File: src/rtl/cobro_seleccion.sv
// cobro_seleccion: coin collection and drink selection controller. Ports: clk/rst (sync, active-high); moneda coin in; boton drink request; cancelar refund request; finish from preparation; sel drink code out; credito current credit; cambio/cambio_valid change pulse; rechazo coin rejected; insuficiente price above credit; ocupado not idle; falla watchdog fault. Optional macro COBRO_TIMEOUT_EN adds the PREPARANDO watchdog and FALLA state.
module cobro_seleccion #(
  parameter int CREDITO_MAX    = 15,
  parameter int PRECIO_1       = 3,
  parameter int PRECIO_2       = 4,
  parameter int PRECIO_3       = 4,
  parameter int PRECIO_4       = 5,
  parameter int TIMEOUT_CICLOS = 200
) (
  input  logic       clk,
  input  logic       rst,
  input  logic [1:0] moneda,
  input  logic [2:0] boton,
  input  logic       cancelar,
  input  logic       finish,
  output logic [2:0] sel,
  output logic [7:0] credito,
  output logic [7:0] cambio,
  output logic       cambio_valid,
  output logic       rechazo,
  output logic       insuficiente,
  output logic       ocupado,
  output logic       falla
);
  typedef enum logic [2:0] {
    ESPERA,
    DESPACHO,
    PREPARANDO,
    CAMBIO
`ifdef COBRO_TIMEOUT_EN
    , FALLA
`endif
  } estado_t;
  localparam logic [7:0] CMAX = 8'(CREDITO_MAX);
  localparam logic [7:0] P1 = 8'(PRECIO_1);
  localparam logic [7:0] P2 = 8'(PRECIO_2);
  localparam logic [7:0] P3 = 8'(PRECIO_3);
  localparam logic [7:0] P4 = 8'(PRECIO_4);
  estado_t    r_estado, w_sig;
  logic [7:0] r_credito, r_cambio, r_dev;
  logic [2:0] r_cod;
  logic       r_dev_v, r_cnt_d;
  logic [7:0] w_val, w_precio, w_suma;
  logic       w_bval, w_esp, w_cancel, w_compra, w_acepta, w_fpulse;
  assign w_val    = moneda == 2'b11 ? 8'd5 : {6'd0, moneda};
  assign w_precio = boton == 3'd1 ? P1 : boton == 3'd2 ? P2 : boton == 3'd3 ? P3 : boton == 3'd4 ? P4 : 8'd0;
  assign w_bval   = boton != 3'd0 && boton <= 3'd4;
  assign w_suma   = r_credito + w_val;
  // cancelar dominates boton, which dominates moneda; a coin is only taken when neither is present
  assign w_esp    = r_estado == ESPERA && !rst;
  assign w_cancel = w_esp && cancelar;
  assign w_compra = w_esp && !cancelar && w_bval && w_precio <= r_credito;
  assign w_acepta = w_esp && !cancelar && !w_bval && moneda != 2'b00 && w_suma <= CMAX;
  assign rechazo      = !rst && moneda != 2'b00 && !w_acepta;
  assign insuficiente = w_esp && !cancelar && w_bval && w_precio > r_credito;
  assign sel          = r_estado == DESPACHO ? r_cod : 3'd0;
  assign credito      = r_credito;
  assign ocupado      = r_estado != ESPERA;
  assign cambio_valid = r_estado == CAMBIO || r_dev_v || w_fpulse;
`ifdef COBRO_TIMEOUT_EN
  logic [15:0] r_cnt;
  logic [7:0]  r_precio;
  logic        r_fdone;
  // the refund pulse fires only on the first FALLA cycle
  assign w_fpulse = r_estado == FALLA && !r_fdone;
  assign falla    = r_estado == FALLA;
  assign cambio   = r_estado == CAMBIO ? r_cambio : w_fpulse ? r_cambio + r_precio : r_dev;
  always_ff @(posedge clk) begin
    if (rst) begin
      r_cnt    <= '0;
      r_precio <= '0;
      r_fdone  <= 1'b0;
    end else begin
      r_cnt    <= r_estado == PREPARANDO ? r_cnt + 16'd1 : 16'd0;
      r_precio <= w_compra ? w_precio : r_precio;
      r_fdone  <= r_estado == FALLA;
    end
  end
`else
  assign w_fpulse = 1'b0;
  assign falla    = TIMEOUT_CICLOS < 0;
  assign cambio   = r_estado == CAMBIO ? r_cambio : r_dev;
`endif
  always_comb begin
    w_sig = r_estado;
    unique case (r_estado)
      ESPERA:     w_sig = w_compra ? DESPACHO : ESPERA;
      DESPACHO:   w_sig = r_cnt_d ? PREPARANDO : DESPACHO;
`ifdef COBRO_TIMEOUT_EN
      PREPARANDO: w_sig = finish ? CAMBIO : r_cnt == 16'(TIMEOUT_CICLOS - 1) ? FALLA : PREPARANDO;
      FALLA:      w_sig = FALLA;
`else
      PREPARANDO: w_sig = finish ? CAMBIO : PREPARANDO;
`endif
      CAMBIO:     w_sig = ESPERA;
      default:    w_sig = ESPERA;
    endcase
  end
  always_ff @(posedge clk) begin
    if (rst) begin
      r_estado  <= ESPERA;
      r_credito <= '0;
      r_cambio  <= '0;
      r_cod     <= '0;
      r_dev     <= '0;
      r_dev_v   <= 1'b0;
      r_cnt_d   <= 1'b0;
    end else begin
      r_estado  <= w_sig;
      r_credito <= w_cancel || w_compra ? 8'd0 : w_acepta ? w_suma : r_credito;
      r_cambio  <= w_compra ? r_credito - w_precio : r_cambio;
      r_cod     <= w_compra ? boton : r_cod;
      r_dev     <= w_cancel ? r_credito : 8'd0;
      r_dev_v   <= w_cancel && r_credito != 8'd0;
      r_cnt_d   <= r_estado == DESPACHO && !r_cnt_d;
    end
  end
endmodule

File: config.mk
export PLATFORM = sky130hd
export DESIGN_NAME = cobro_seleccion
export DESIGN_NICKNAME = d
export VERILOG_FILES = /design/src/rtl/cobro_seleccion.sv
export SDC_FILE = /design/constraint.sdc
export NUM_CORES = 1
export LEC_CHECK = 0
export ABC_CLOCK_PERIOD_IN_PS = 7350
export BUFFER_PORTS_ARGS = -buffer_cell sky130_fd_sc_hd__buf_4
export CORE_MARGIN = 1.5
export CORE_UTILIZATION = 55
export CTS_BUF_LIST = sky130_fd_sc_hd__clkbuf_8
export DETAILED_ROUTE_END_ITERATION = 6
export GPL_ROUTABILITY_DRIVEN = 0
export GPL_TIMING_DRIVEN = 0
export PLACE_DENSITY_LB_ADDON = 0.12
export SLEW_MARGIN = 20
export SYNTH_ARGS = -nofsm -noshare
export SYNTH_HDL_FRONTEND = slang
export SYNTH_SLANG_ARGS = --single-unit
File: constraint.sdc
create_clock -name clk -period 7.35 [get_ports clk]
set_clock_uncertainty 0.05 [all_clocks]
set_input_delay 0.735 -clock clk [delete_from_list [all_inputs] [get_ports clk]]
set_output_delay 0.735 -clock clk [all_outputs]
set_load 0.03 [all_outputs]
==> flow_summary.toml <==
[clock_network]
ctsResizeCount = 0
cts_hold_buf = 0
clockBufferDepth = 2
clock_sinks = 31
clk_pin_slew_worst_paths_ns = 0.06
tritoncts = "yes"
postCtsSetupRepairBufs = 0
clock-root-buffer = "clkbuf_8"
clk_latency_ns = 0.28
htreeDepth = 2
cts_buffers = 5

[run]
cap_violations = 0

[synthesis]
synth_top_cells_by_count = "dfxtp_1 (31), nor2_1 (25), and2_1 (16)"
ys_types = 43
yosys_warnings = 0
synth_edf_count = 0
netlist_area_sq_mm = 0.001645
syn_area_per_cell_sq_um = 9.511
yosysTopAreaCell = "dfxtp_1"
synthesis.nets = 191
async_flop_share = 0
syn_inst = 173
synth_seq_cells = 31
synth_top_area_frac = 0.3772
ys.flop_type = "dfxtp_1"
synth.area.top_cells = "dfxtp_1 (38%), and2_1 (6.1%), nor2_1 (5.7%)"
ys_seq_area_frac = 0.3772
synth_most_common_cell = "dfxtp_1"

[critical_path]
cp.required_ns = 6.57
end_kind = "primary output"
crit_arrival_ns = 3.09
path_max_fanout = 7
critical_path_class = "in -> out"
start_kind = "primary input"

[finish]
multiInputGateArea_sq_um = 955.9
utilization = 0.7119
regArea_sq_um = 620.6
fin_area_sq_mm = 0.001997
nFillCells = 231
drive_gt1_frac = 0.2762
antenna_cells = 0
area_growth_syn_to_layout_pct = 21.37
final_nets = 228

[sta]
hold_viol_final = 0
setup_slack_ns = 3.479
min_period_ns = 3.871
drv_slew = 0
fin_setup_tns_ns = 0
fin_crit_sh = 0.5266
holdWs_ns = 0.4057
fmax_mhz = 258.3
tightest_slew_ns = 0.9302
setup_viol = 0
rsz0062_at_grt = "false"
slew_headroom = 0.3785

[drt]
drc = 0
wire_per_inst_um = 13.50
detail_route.iter0.violations = 27
detail-route-antenna-nets = 0
num_vias = 1291
via_per_inst = 5.357
dr.pass1.iters = 4
routed_wl_um = 3253

[die]
io_pins = 33
dieArea_sq_mm = 0.003329
die_w_um = 57.70
core_area_sq_mm = 0.002805
num_rows = 19
fp.dieH_um = 57.70
start_util = 0.5865

[power_and_ir_drop]
leakagePower_nw = 0.9058
ir_worst_vdd_v = 0.0001287
p_per_area_mw_per_mm2 = 182.9

[worst_hold_path]
min_path_type = "reg -> reg"

[global_routing]
first_global_vias = 1230
grt_max_degree = 11
grt.total_usage = 0.2162
grt_pass1_wl_um = 5478
grt_overflow = 0
antenna_found_initial = 0

[place]
placed_cell_area_sq_mm = 0.001909
portBuffers = 30
place_ws_ns = 3.491
hpwl_um = 2507

[outcome]
status = "finished clean"
-- critical path, cell delays in order --
cell and delay [ns]:
buf_4 0.12, clkbuf_1 0.09, ha_1 0.21, fa_1 0.42, a21oi_1 0.19, nor3b_1 0.09
or3_1 0.32, a2111o_1 0.54, nor3b_1 0.19, buf_4 0.19
-- power by group --
group / total, mW / switching, mW / internal [mW] / leakage (nW)
clock: 0.134 / 0.0609 / 0.0733 / 0.0470
combinational: 0.0547 / 0.0302 / 0.0245 / 0.608
sequential: 0.176 / 0.00350 / 0.173 / 0.251
total: 0.365 / 0.0946 / 0.271 / 0.906
-- state kept, by name, summed over array words and instances, names as in the netlist --
| name | cells |
|---|---|
| r_cnt_d | 1 |
| r_estado | 2 |
| r_dev_v | 1 |
| r_dev | 8 |
| credito | 8 |
| r_cambio | 8 |
| r_cod | 3 |
-- layout by cell type, fill, tap and decap left out, types with 6 or more instances in the layout --
master / instances
mux2_2: 8
a211oi_1: 7
clkbuf_8: 6
a21oi_1: 8
mux2i_1: 7
nor2_1: 25
dfxtp_1: 31
buf_4: 32
and2_1: 16
ha_1: 7
-- through the flow --
step | total power, mW | instances
2_1_floorplan | 0.2195 | 173
3_3_place_gp | 0.2331 | 234
3_5_place_dp | 0.2353 | 234
4_1_cts | 0.3683 | 241
5_1_grt | 0.3819 | 241
6_report | 0.3653 | 241
-- kinds of logic after synthesis --
group | Yosys count | share of synthesized area
buffers and inverters | 12 | 0.04182
AO/OA/AOI/OAI | 25 | 0.1080
multiplexers | 15 | 0.09734
AND/OR/NAND/NOR | 71 | 0.2479
adder cells (fa/ha/maj) | 9 | 0.07757
flip-flops | 31 | 0.3772
other | 1 | 0.002279
XOR/XNOR | 9 | 0.04791
-- area by class of cell --
class | instances | area share
multi-input cells | 130 | 0.4787
flip-flops and latches | 31 | 0.3108
repair buffers | 30 | 0.1128
clock buffers | 6 | 0.04135
plain buffers | 8 | 0.02694
well taps | 31 | 0.01942
inverters | 4 | 0.007519
clock inverters | 1 | 0.002506
-- layer usage --
metal / share of wire / global-route usage / vias up / wire [um]
met4: 0.013 / 0.05980 / 0 / 43
li1: - / - / 667 / -
met1: 0.46 / 0.2685 / 598 / 1501
met3: 0.042 / 0.07813 / 5 / 135
met5: 0 / 0 / - / 0
met2: 0.48 / 0.3555 / 21 / 1573
-- worst paths after layout --
check	from	to	slack, ns	cells after the start
worst max-delay path	moneda[0]	rechazo	3.48	10
worst min-delay path	r_cnt_d$_SDFF_PP0_	r_cnt_d$_SDFF_PP0_	0.41	1
worst max register to register	credito[0]$_SDFFE_PP0P_	credito[3]$_SDFFE_PP0P_	4.57	8
worst min register to register	r_cnt_d$_SDFF_PP0_	r_cnt_d$_SDFF_PP0_	0.41	1
Power figures use the tool's default switching activity.
